**src/rtl/dmem_bus_bridge.sv**
```systemverilog
// Bridge between the core's data-memory port and a wait-stated valid/ready bus.
// One transaction per request; misalignment, bus errors and timeouts become a one-cycle access fault.
module dmem_bus_bridge #(
    parameter int unsigned XLEN           = 32,
    parameter int unsigned TIMEOUT_CYCLES = 255
) (
    input  logic            clk,
    input  logic            reset,
    input  logic [XLEN-1:0] req_addr,
    input  logic [XLEN-1:0] req_wdata,
    input  logic [3:0]      req_byte_en,
    input  logic            req_wr_en,
    input  logic            req_rd_en,
    input  logic            pipe_hold,
    output logic [XLEN-1:0] rsp_rdata,
    output logic            mem_stall,
    output logic            access_fault,
    output logic            bus_valid,
    output logic [XLEN-1:0] bus_addr,
    output logic [XLEN-1:0] bus_wdata,
    output logic [3:0]      bus_byte_en,
    output logic            bus_we,
    input  logic            bus_ready,
    input  logic [XLEN-1:0] bus_rdata,
    input  logic            bus_err
);

    localparam int unsigned CNT_W = $clog2(TIMEOUT_CYCLES + 1);
    localparam logic [CNT_W-1:0] CNT_LAST = CNT_W'(TIMEOUT_CYCLES - 1);
    localparam logic [CNT_W-1:0] CNT_MAX  = '1;

    typedef enum logic [1:0] {
        S_IDLE  = 2'd0,
        S_REQ   = 2'd1,
        S_DONE  = 2'd2,
        S_FAULT = 2'd3
    } state_e;

    state_e            state_q, state_d;
    logic [CNT_W-1:0]  cnt_q, cnt_d;
    logic              bus_valid_q, bus_valid_d;
    logic              access_fault_q, access_fault_d;
    logic [XLEN-1:0]   rsp_rdata_q, rsp_rdata_d;
    logic [XLEN-1:0]   bus_addr_q, bus_addr_d;
    logic [XLEN-1:0]   bus_wdata_q, bus_wdata_d;
    logic [3:0]        bus_byte_en_q, bus_byte_en_d;
    logic              bus_we_q, bus_we_d;
    logic              stall_c;
    logic              misaligned_c;
    logic              req_c;

    assign req_c = req_rd_en | req_wr_en;

    // Alignment rules: full words need addr[1:0]==0, halfword lane pairs need addr[0]==0.
    always_comb begin
        misaligned_c = 1'b0;
        if (req_byte_en == 4'hF) begin
            misaligned_c = (req_addr[1:0] != 2'b00);
        end else if ((req_byte_en == 4'b0011) || (req_byte_en == 4'b1100)) begin
            misaligned_c = req_addr[0];
        end
    end

    always_comb begin
        state_d        = state_q;
        cnt_d          = cnt_q;
        bus_valid_d    = 1'b0;
        access_fault_d = 1'b0;
        rsp_rdata_d    = rsp_rdata_q;
        bus_addr_d     = bus_addr_q;
        bus_wdata_d    = bus_wdata_q;
        bus_byte_en_d  = bus_byte_en_q;
        bus_we_d       = bus_we_q;
        stall_c        = 1'b0;

        case (state_q)
            S_IDLE: begin
                if (req_c) begin
                    stall_c = 1'b1;
                    if (misaligned_c || (req_rd_en && req_wr_en)) begin
                        state_d        = S_FAULT;
                        access_fault_d = 1'b1;
                        rsp_rdata_d    = '0;
                    end else begin
                        state_d       = S_REQ;
                        bus_valid_d   = 1'b1;
                        cnt_d         = '0;
                        bus_addr_d    = {req_addr[XLEN-1:2], 2'b00};
                        bus_wdata_d   = req_wdata;
                        bus_byte_en_d = req_byte_en;
                        bus_we_d      = req_wr_en;
                    end
                end
            end
            S_REQ: begin
                stall_c     = 1'b1;
                bus_valid_d = 1'b1;
                if (bus_ready) begin
                    bus_valid_d = 1'b0;
                    if (bus_err) begin
                        state_d        = S_FAULT;
                        access_fault_d = 1'b1;
                        rsp_rdata_d    = '0;
                    end else begin
                        state_d = S_DONE;
                        if (!bus_we_q) begin
                            rsp_rdata_d = bus_rdata;
                        end
                    end
                end else if (cnt_q == CNT_LAST) begin
                    // Abandon the bus cycle; a later ready is never looked at.
                    bus_valid_d    = 1'b0;
                    state_d        = S_FAULT;
                    access_fault_d = 1'b1;
                    rsp_rdata_d    = '0;
                end else if (cnt_q != CNT_MAX) begin
                    cnt_d = cnt_q + CNT_W'(1);
                end
            end
            S_DONE, S_FAULT: begin
                if (!pipe_hold) begin
                    state_d = S_IDLE;
                end
            end
            default: begin
                state_d = S_IDLE;
            end
        endcase
    end

    always_ff @(posedge clk or negedge reset) begin
        if (!reset) begin
            state_q        <= S_IDLE;
            cnt_q          <= '0;
            bus_valid_q    <= 1'b0;
            access_fault_q <= 1'b0;
            rsp_rdata_q    <= '0;
            bus_addr_q     <= '0;
            bus_wdata_q    <= '0;
            bus_byte_en_q  <= '0;
            bus_we_q       <= 1'b0;
        end else begin
            state_q        <= state_d;
            cnt_q          <= cnt_d;
            bus_valid_q    <= bus_valid_d;
            access_fault_q <= access_fault_d;
            rsp_rdata_q    <= rsp_rdata_d;
            bus_addr_q     <= bus_addr_d;
            bus_wdata_q    <= bus_wdata_d;
            bus_byte_en_q  <= bus_byte_en_d;
            bus_we_q       <= bus_we_d;
        end
    end

    // Stall is combinational so the core freezes in the cycle the request appears; forced low in reset.
    assign mem_stall    = reset & stall_c;
    assign rsp_rdata    = rsp_rdata_q;
    assign access_fault = access_fault_q;
    assign bus_valid    = bus_valid_q;
    assign bus_addr     = bus_addr_q;
    assign bus_wdata    = bus_wdata_q;
    assign bus_byte_en  = bus_byte_en_q;
    assign bus_we       = bus_we_q;

endmodule

```
**config.mk**
```make
export PLATFORM = sky130hd
export DESIGN_NAME = dmem_bus_bridge
export DESIGN_NICKNAME = d
export VERILOG_FILES = /design/src/rtl/dmem_bus_bridge.sv
export SDC_FILE = /design/constraint.sdc
export NUM_CORES = 1
export LEC_CHECK = 0
export CELL_PAD_IN_SITES_DETAIL_PLACEMENT = 1
export CELL_PAD_IN_SITES_GLOBAL_PLACEMENT = 1
export CORE_MARGIN = 2
export CORE_UTILIZATION = 32
export CTS_CLUSTER_SIZE = 14
export DETAILED_ROUTE_END_ITERATION = 10
export GPL_TIMING_DRIVEN = 0
export PLACE_DENSITY = 0.91
export SYNTH_ARGS = -nofsm -noshare
export SYNTH_HDL_FRONTEND = slang
export SYNTH_SLANG_ARGS = --single-unit
```
**constraint.sdc**
```tcl
create_clock -name clk -period 2.2 [get_ports clk]
set_input_delay 0.44 -clock clk [delete_from_list [all_inputs] [get_ports clk]]
set_output_delay 0.44 -clock clk [all_outputs]
set_load 0.02 [all_outputs]
```
==> results.py, run 1 <==
metrics = {
    "sta": {
        "slew_viol_final": 0,
        "tightest_slew_ns": 0.509,
        "hold_ws_ns": 0.0317,
        "setup_viol": 0,
        "post-route-period-util_pct": 97.6,
        "min_period_ns": 2.15,
        "fin_tns_setup_ns": 0,
        "layout_setup_ws_ns": 0.0518,
        "relSlewSlack_pct": 65.6,
        "finClkSkew_ns": 0.00849,
        "hold_viol_final": 0,
        "grt_setup_unrepaired": "false",
        "fmax_mhz": 466,
    },
    "grt": {
        "grt-ovfl-total": 0,
        "antenna_found_initial": 0,
        "grtUsageTotal_pct": 18.0,
        "grt_pass1_wl_um": 22600,
        "grt_max_degree": 63,
        "grt_pass1_vias": 4294,
    },
    "route": {
        "viasPerCell": 4.68,
        "avgRoutedWirePerCell_um": 17.9,
        "dr.pass1.iters": 4,
        "ant_nets": 0,
        "drt_iter0_drc": 116,
        "routed_wl_um": 14100,
        "post-route-drc-count": 0,
        "vias": 3681,
    },
    "setup_path": {
        "crit_path_start_kind": "input port",
        "startpoint": "req_wr_en",
        "r2r-start": "cnt_q[0]",
        "timing.rr.end": "rsp_rdata[27]",
        "cp_max_fo": 4,
        "crit_path_end_kind": "output pin",
        "path_class": "in -> out",
        "crit_required_ns": 1.76,
        "regToRegSetupSlack_ns": 0.22,
        "worstRegToRegCells": 9,
        "crit_arrival_ns": 1.71,
        "cp-endpoint": "mem_stall",
    },
    "synth": {
        "synth_area_leaders": "dfrtp_1 (57%), mux2_4 (9.0%), mux2_2 (8.6%)",
        "synth.distinct_cells": 43,
        "postSynthCellCount": 375,
        "synth_ff_type": "dfrtp_1",
        "synth_seq_cells": 111,
        "async_reset_ff_share_pct": 100,
        "yosys_warnings": 0,
        "synth.cell_area_um2": 4850,
        "synth_top_area_share_pct": 57.3,
        "synth_edf_count": 0,
        "yosys.area.top_type": "dfrtp_1",
        "ys_seq_area_share_pct": 57.3,
        "avgSynthCellArea_um2": 12.9,
    },
    "finish": {
        "instances_no_fill": 787,
        "antenna_cells": 0,
        "nets": 707,
        "final-seq-area_um2": 2780,
        "synthToLayoutAreaGrowth_pct": 55.5,
        "final_area_um2": 7540,
        "multiInputGateArea_um2": 1820,
        "fillers": 1520,
        "drive_gt1_share_pct": 18.1,
    },
    "die": {
        "core_um2": 14600,
        "die-area_um2": 16200,
        "start_util_pct": 33.1,
        "die_w_um": 127,
        "fp.dieH_um": 127,
        "boundaryPins": 211,
        "fp-row-count": 44,
    },
    "place": {
        "routabilityCongestion": 0.775,
        "io_buffers": 208,
        "pre_cts_ws_ns": -0.475,
        "dpl_cell_area_um2": 7190,
        "dp_hpwl_um": 11100,
        "placed_cells": 769,
    },
    "cts": {
        "cts_inserted_buffers": 9,
        "cts_root_buf": "clkbuf_16",
        "cts_buffer_depth": 2,
        "clkTransAtPathRegs_ns": 0.08,
        "cts_tree": "done",
        "insertion_delay_ns": 0.36,
        "cts.sink_count": 111,
        "ctsHtreeMaxLevel": 3,
        "postCtsHoldBufs": 0,
    },
    "pwr": {
        "ir_drop_uv": 737,
        "cellLeakagePower_nw": 3.30,
        "power_density_nw_per_um2": 1360,
    },
    "status": {
        "status": "completed",
    },
    "run": {
        "maxCapViolCount": 0,
    },
    "min_path": {
        "hold_path.class": "in -> async",
    },
}
==> cell usage after synthesis, types with 2 or more instances <==
| cell | instances |
|---|---|
| dfrtp_1 | 111 |
| nand2_1 | 40 |
| inv_1 | 38 |
| mux2_2 | 37 |
| mux2i_1 | 33 |
| mux2_4 | 29 |
| nor2_1 | 10 |
| a21oi_1 | 8 |
| buf_6 | 7 |
| o21ai_0 | 7 |
| a31oi_1 | 6 |
| clkbuf_1 | 5 |
| buf_2 | 4 |
| nand3_1 | 3 |
| a21o_1 | 2 |
| and2_1 | 2 |
| buf_4 | 2 |
| ha_1 | 2 |
| nand4_1 | 2 |
| nor3_1 | 2 |
| o2bb2ai_1 | 2 |
| xor2_1 | 2 |
==> repair_timing <==
item,CTS,global route
pin swaps,2,2
buffers inserted,3,0
cloned,0,0
setup endpoints to repair,60,63
resized for setup,6,8
==> per-stage QoR <==
stage,util (%),total power [W]
after global placement,48.9,0.00840
after detailed placement,49.1,0.00865
after floorplan,-,0.00619
final,51.5,0.0102
after CTS,51.3,0.0104
after global routing,51.5,0.0108
==> critical path, cell delays in order <==
cell,delay [ns]
clkdlybuf4s50_1,0.56
inv_1,0.10
a31oi_1,0.19
and2_1,0.15
clkdlybuf4s15_2,0.26
==> cells by family after synthesis <==
kind of cell | after synthesis | synth area share, %
adder cells (fa/ha/maj) | 3 | 0.722
flip-flops | 111 | 57.3
AND/OR/NAND/NOR | 66 | 5.96
buffers and inverters | 57 | 5.75
XOR/XNOR | 2 | 0.361
AO/OA/AOI/OAI | 36 | 5.47
multiplexers | 99 | 24.4
other | 1 | 0.0773
==> flip-flops by register name (all words and copies together) (netlist names) <==
register,cells
state_q,2
bus_byte_en,4
bus_we,1
access_fault,1
rsp_rdata,32
cnt_q,8
bus_valid,1
bus_wdata,32
bus_addr,30
==> routing by layer <==
layer  up-vias  share of wire (%)  global-route usage [%]
met5         -                  0                       0
met4         0                2.0                    5.17
met3        19                5.1                    5.86
met2       118                 55                    33.4
met1      1843                 38                    19.7
li1       1701                  -                       -
==> cells in the final DEF, fill, tap and decap left out, types with 3 or more instances in the layout <==
| cell | n |
|---|---|
| dfrtp_1 | 111 |
| buf_2 | 4 |
| inv_1 | 38 |
| nor2_1 | 9 |
| mux2_4 | 29 |
| nand3_1 | 3 |
| a31oi_1 | 6 |
| mux2_2 | 37 |
| clkbuf_16 | 9 |
| nand2_1 | 40 |
| buf_6 | 7 |
| mux2i_1 | 33 |
| clkdlybuf4s50_1 | 203 |
| buf_4 | 5 |
| inv_8 | 4 |
| clkbuf_1 | 4 |
| o21ai_0 | 6 |
| a21oi_1 | 8 |
==> power breakdown <==
| group | internal, W | switching (W) | leakage (nW) |
|---|---|---|---|
| combinational | 0.00275 | 0.00241 | 1.76 |
| sequential | 0.00291 | 0.000539 | 1.39 |
| clock | 0.000808 | 0.000835 | 0.144 |
==> worst min path at each step <==
| stage | start | to | slack, ns |
|---|---|---|---|
| global route | reset | rsp_rdata[19] | 0.05 |
| detailed placement | bus_wdata[0] | bus_wdata[0] | 0.50 |
| floorplan | reset | access_fault | 0.14 |
| CTS | reset | cnt_q[3] | 0.04 |
| global placement | bus_wdata[31] | bus_wdata[31] | 0.49 |
| finish | reset | rsp_rdata[14] | 0.03 |
==> layout make-up <==
cell class / count / area share (%)
inverters: 39 / 1.94
multi-input cells: 208 / 24.1
clock buffers: 9 / 2.99
well taps: 184 / 3.05
repair buffers: 212 / 28.3
plain buffers: 17 / 1.82
flip-flops and latches: 111 / 36.8
clock inverters: 7 / 0.929
(Power assumes the default switching activity.)
==> run 2, diff against run 1 <==
- GPL_TIMING_DRIVEN: 0 -> default
==> run 2 against run 1 <==
Effect of this change:
- register-to-register slack got worse by 0.09 ns
- clock power is essentially flat
- die area did not move
- fmax rose by 2.3%
- global-route usage rose by 0.37 points
- first-iteration DRC count decreased by 0.86%
- critical endpoint is now rsp_rdata[28]
- critical path depth up 3
- worst hold slack better by 0.12 ns
- clock skew is 0.0014 ns lower
- via count grew 0.81%
==> results.py, run 2 (synthesized netlist as in run 1, its figures left out) <==
metrics = {
    "place": {
        "dp_hpwl_um": 11100,
        "routabilityCongestion": 0.799,
        "dpl_cell_area_um2": 7270,
        "placed_cells": 772,
        "io_buffers": 208,
    },
    "cts": {
        "cts_tree": "done",
        "cts.sink_count": 111,
        "cts_buffer_depth": 2,
        "insertion_delay_ns": 0.36,
        "cts_inserted_buffers": 9,
        "cts_root_buf": "clkbuf_16",
        "postCtsHoldBufs": 0,
        "ctsHtreeMaxLevel": 3,
        "clkTransAtPathRegs_ns": 0.08,
        "post_cts.repair.setup_buffers": 0,
    },
    "sta": {
        "relSlewSlack_pct": 37.6,
        "hold_ws_ns": 0.153,
        "post-route-period-util_pct": 95.4,
        "fin_tns_setup_ns": 0,
        "setup_viol": 0,
        "slew_viol_final": 0,
        "min_period_ns": 2.10,
        "fmax_mhz": 476,
        "finClkSkew_ns": 0.00708,
        "tightest_slew_ns": 0.936,
        "hold_viol_final": 0,
    },
    "run": {
        "maxCapViolCount": 0,
    },
    "setup_path": {
        "cp_max_fo": 16,
        "worstRegToRegCells": 8,
        "crit_path_start_kind": "input port",
        "crit_arrival_ns": 2.37,
        "crit_required_ns": 2.47,
        "path_class": "in -> reg",
        "crit_path_end_kind": "flip-flop",
    },
    "die": {
        "core_um2": 14600,
        "fp-row-count": 44,
        "start_util_pct": 33.1,
        "fp.dieH_um": 127,
        "die-area_um2": 16200,
        "die_w_um": 127,
        "boundaryPins": 211,
    },
    "grt": {
        "grt_pass1_wl_um": 23100,
        "grt-ovfl-total": 0,
        "grt_pass1_vias": 4311,
        "grtUsageTotal_pct": 18.4,
        "grt_max_degree": 73,
        "antenna_found_initial": 0,
    },
    "route": {
        "avgRoutedWirePerCell_um": 18.7,
        "post-route-drc-count": 0,
        "ant_nets": 0,
        "drt_iter0_drc": 115,
        "routed_wl_um": 14700,
        "viasPerCell": 4.70,
        "vias": 3711,
        "dr.pass1.iters": 4,
    },
    "pwr": {
        "power_density_nw_per_um2": 1370,
        "ir_drop_uv": 696,
        "internal_power_w": 0.00653,
        "switching_share_pct": 37.0,
        "switching_power_w": 0.00384,
        "p_comb_share_pct": 51.1,
        "cellLeakagePower_nw": 3.31,
        "seq_power_share_pct": 33.3,
        "clkPwrFrac_pct": 15.6,
    },
    "finish": {
        "antenna_cells": 0,
        "instances_no_fill": 789,
        "nets": 709,
        "layout_commonest_cell": "clkdlybuf4s50_1",
        "final_area_um2": 7590,
        "synthToLayoutAreaGrowth_pct": 56.5,
        "final_cell_mix": "clkdlybuf4s50_1 (206), dfrtp_1 (111), nand2_1 (40)",
        "fin_util_pct": 51.8,
        "drive_gt1_share_pct": 19.0,
    },
    "status": {
        "status": "completed",
    },
    "min_path": {
        "hold_path.class": "in -> async",
    },
}
-- run 2: cell types whose count changed in the layout (fill, tap and decap cells not counted), moves of 3 or more --
| cell | change |
|---|---|
| buf_2 | -4 |
| buf_12 | +4 |
| clkdlybuf4s50_1 | +3 |
| buf_4 | +13 |
| clkbuf_1 | -4 |
| buf_6 | -7 |
-- run 2: worst paths after layout --
| kind | from | endpoint | slack [ns] |
|---|---|---|---|
| setup reg to reg | cnt_q[0] | rsp_rdata[28] | 0.13 |
| setup / recovery | req_rd_en | rsp_rdata[28] | 0.10 |
| hold reg to reg | bus_addr[31] | bus_addr[31] | 0.51 |
| max in group asynchronous | reset | rsp_rdata[15] | 0.70 |
| min in group clk | bus_addr[31] | bus_addr[31] | 0.51 |
| hold / removal | reset | rsp_rdata[16] | 0.15 |
-- run 2: power by group through the flow --
| stage | Clock (W) | Combinational [W] | Sequential (W) |
|---|---|---|---|
| 2_1_floorplan | 0 | 0.00181 | 0.00438 |
| 3_3_place_gp | 0 | 0.00510 | 0.00339 |
| 3_5_place_dp | 0 | 0.00528 | 0.00348 |
| 4_1_cts | 0.00168 | 0.00530 | 0.00346 |
| 5_1_grt | 0.00174 | 0.00559 | 0.00357 |
| 6_report | 0.00161 | 0.00530 | 0.00345 |
-- run 2: critical path: stages --
cell             delay (ns)
clkdlybuf4s50_1        0.48
inv_1                  0.07
a31oi_1                0.24
buf_4                  0.15
o31ai_1                0.11
a311oi_4               0.36
buf_12                 0.24
mux2i_1                0.26
-- run 2: area by class of cell --
type / count / area (um2)
multi-input cells: 208 / 1820
clock inverters: 7 / 63.8
inverters: 39 / 146
fillers: 1512 / 7060
clock buffers: 9 / 225
flip-flops and latches: 111 / 2780
well taps: 184 / 230
repair buffers: 231 / 2330
-- run 2: per-stage QoR --
stage          power, W  setup WS, ns
6_report         0.0104         0.100
5_1_grt          0.0109      -0.00736
4_1_cts          0.0104        0.0163
3_5_place_dp    0.00876        -0.318
3_3_place_gp    0.00850        -0.241
2_1_floorplan   0.00619         0.299
-- run 2: routing by layer --
metal | share of wire [%] | track usage, % | vias up
li1 | - | - | 1709
met1 | 37 | 19.4 | 1856
met5 | 0 | 0 | -
met4 | 2.4 | 6.66 | 0
met3 | 5.5 | 5.32 | 26
met2 | 55 | 34.8 | 120
-- run 2: repair_timing --
action / in CTS / in global routing
gates cloned: 0 / 1
pin swaps: 0 / 1
endpoints found under the setup margin: 1 / 2
gates resized for setup: 2 / 3
==> run 3, diff against run 2 <==
- CORE_ASPECT_RATIO: default -> 0.7
- CORE_UTILIZATION: 32 -> 35
- clock period: 2.2 -> 2.6 ns (I/O delays scaled with it)
==> run 3 against run 2 <==
Effect of this change:
- global-route usage grew 0.88 points
- flip-flop and latch count is the same
- register-to-register slack gained 0.42 ns
- sequential power shrank 15%
- count of clock-buffer cells in the layout is the same
- utilization grew 4.1 points
- die area shrank 8.2%
- total power shrank 17%
==> results.py, run 3 (synthesized netlist as in run 1, its figures left out) <==
metrics = {
    "status": {
        "status": "completed",
    },
    "setup_path": {
        "crit_arrival_ns": 2.45,
        "crit_path_end_kind": "flip-flop",
        "timing.rr.end": "rsp_rdata[13]",
        "cp_top_family": "buffers and inverters",
        "path_cells": "clkdlybuf4s50_1 > nand2_1 > o22ai_1 > a22oi_4 > a311oi_4 > buf_12 > mux2i_1",
        "crit_required_ns": 2.86,
        "cp_max_fo": 32,
        "r2r-start": "cnt_q[0]",
        "cp_num_buf_inv": 2,
        "crit_path_start_kind": "input port",
        "slowest_stage": "clkdlybuf4s50_1",
        "regToRegSetupSlack_ns": 0.55,
        "max_stage_delay_ns": 0.54,
        "path_class": "in -> reg",
        "worstRegToRegCells": 8,
    },
    "pwr": {
        "cellLeakagePower_nw": 3.27,
        "power_density_nw_per_um2": 1150,
        "ir_drop_uv": 571,
    },
    "grt": {
        "grt_pass1_vias": 4100,
        "grt-ovfl-total": 0,
        "grtUsageTotal_pct": 19.3,
        "grt_max_degree": 64,
        "grt_pass1_wl_um": 22200,
        "antenna_found_initial": 0,
    },
    "sta": {
        "fmax_mhz": 456,
        "finClkSkew_ns": 0.00650,
        "min_period_ns": 2.19,
        "relSlewSlack_pct": 46.0,
        "fin_tns_setup_ns": 0,
        "setup_viol": 0,
        "hold_viol_final": 0,
        "tightest_slew_ns": 0.809,
        "slew_viol_final": 0,
        "post-route-period-util_pct": 84.3,
        "hold_ws_ns": 0.322,
        "grt_setup_unrepaired": "false",
    },
    "route": {
        "ant_nets": 0,
        "post-route-drc-count": 0,
        "avgRoutedWirePerCell_um": 18.1,
        "vias": 3628,
        "dr.pass1.iters": 4,
        "drt_iter0_drc": 73,
        "routed_wl_um": 14100,
        "viasPerCell": 4.65,
    },
    "cts": {
        "cts_buffer_depth": 2,
        "cts_tree": "done",
        "cts_root_buf": "clkbuf_16",
        "cts.sink_count": 111,
        "insertion_delay_ns": 0.34,
        "clkTransAtPathRegs_ns": 0.07,
        "post_cts.repair.setup_buffers": 0,
        "cts_inserted_buffers": 9,
        "postCtsHoldBufs": 0,
        "ctsHtreeMaxLevel": 3,
    },
    "finish": {
        "synthToLayoutAreaGrowth_pct": 54.1,
        "antenna_cells": 0,
        "fillers": 1390,
        "drive_gt1_share_pct": 17.3,
        "layout_commonest_cell": "clkdlybuf4s50_1",
        "nets": 700,
        "final_area_um2": 7470,
        "fin_util_pct": 56.0,
        "instances_no_fill": 781,
        "final_cell_mix": "clkdlybuf4s50_1 (206), dfrtp_1 (111), nand2_1 (40)",
    },
    "place": {
        "dpl_cell_area_um2": 7190,
        "routabilityCongestion": 0.791,
        "io_buffers": 208,
        "placed_cells": 765,
        "dp_hpwl_um": 10900,
    },
    "run": {
        "maxCapViolCount": 0,
    },
    "die": {
        "fp-row-count": 35,
        "core_um2": 13400,
        "die_w_um": 145,
        "fp.dieH_um": 102,
        "die-area_um2": 14800,
        "boundaryPins": 211,
        "start_util_pct": 36.3,
    },
    "min_path": {
        "hold_path.class": "in -> async",
    },
}
run 3: worst max-delay path by stage:
stage,start,endpoint,depth (start not counted),slack [ns]
3_3_place_gp,req_rd_en,mem_stall,5,0.08
4_1_cts,req_rd_en,mem_stall,5,0.08
5_1_grt,req_byte_en[1],rsp_rdata[13],7,0.30
6_report,req_byte_en[3],rsp_rdata[13],7,0.41
3_5_place_dp,req_byte_en[3],rsp_rdata[7],7,0.06
2_1_floorplan,req_byte_en[1],rsp_rdata[24],6,0.62
run 3: metrics by stage:
step / setup slack (ns) / power (W)
after CTS: 0.0800 / 0.00869
after floorplan: 0.619 / 0.00524
after global placement: 0.0843 / 0.00711
after global routing: 0.304 / 0.00906
final: 0.409 / 0.00858
after detailed placement: 0.0556 / 0.00733
run 3: report_power, final:
group	switching [W]	internal, W	total (W)	leakage (nW)
Sequential	0.000473	0.00246	0.00293	1.39
Clock	0.000659	0.000663	0.00132	0.139
Combinational	0.00204	0.00228	0.00432	1.73
Total	0.00317	0.00541	0.00858	3.27
run 3: timing repair:
action	in CTS	in global routing
endpoints found under the setup margin	0	1
gates resized for setup	0	1
hold endpoints to repair	0	0
run 3: cell type report:
cell class / instances / area (um2) / area share (%)
Clock inverter: 7 / 60.1 / 0.803
Tap cell: 185 / 231 / 3.10
Clock buffer: 9 / 225 / 3.01
Sequential cell: 111 / 2780 / 37.2
Inverter: 39 / 146 / 1.96
Multi-Input combinational cell: 208 / 1810 / 24.2
Timing Repair Buffer: 222 / 2220 / 29.8
run 3: per-layer routing:
metal | part of all wire (%) | vias up | track usage [%] | wire length (um)
met3 | 9.0 | 11 | 7.12 | 1270
met5 | 0 | - | 0 | 0
met1 | 41 | 1786 | 23.1 | 5840
li1 | - | 1694 | - | -
met4 | 0.94 | 0 | 3.73 | 132
met2 | 49 | 137 | 33.8 | 6860
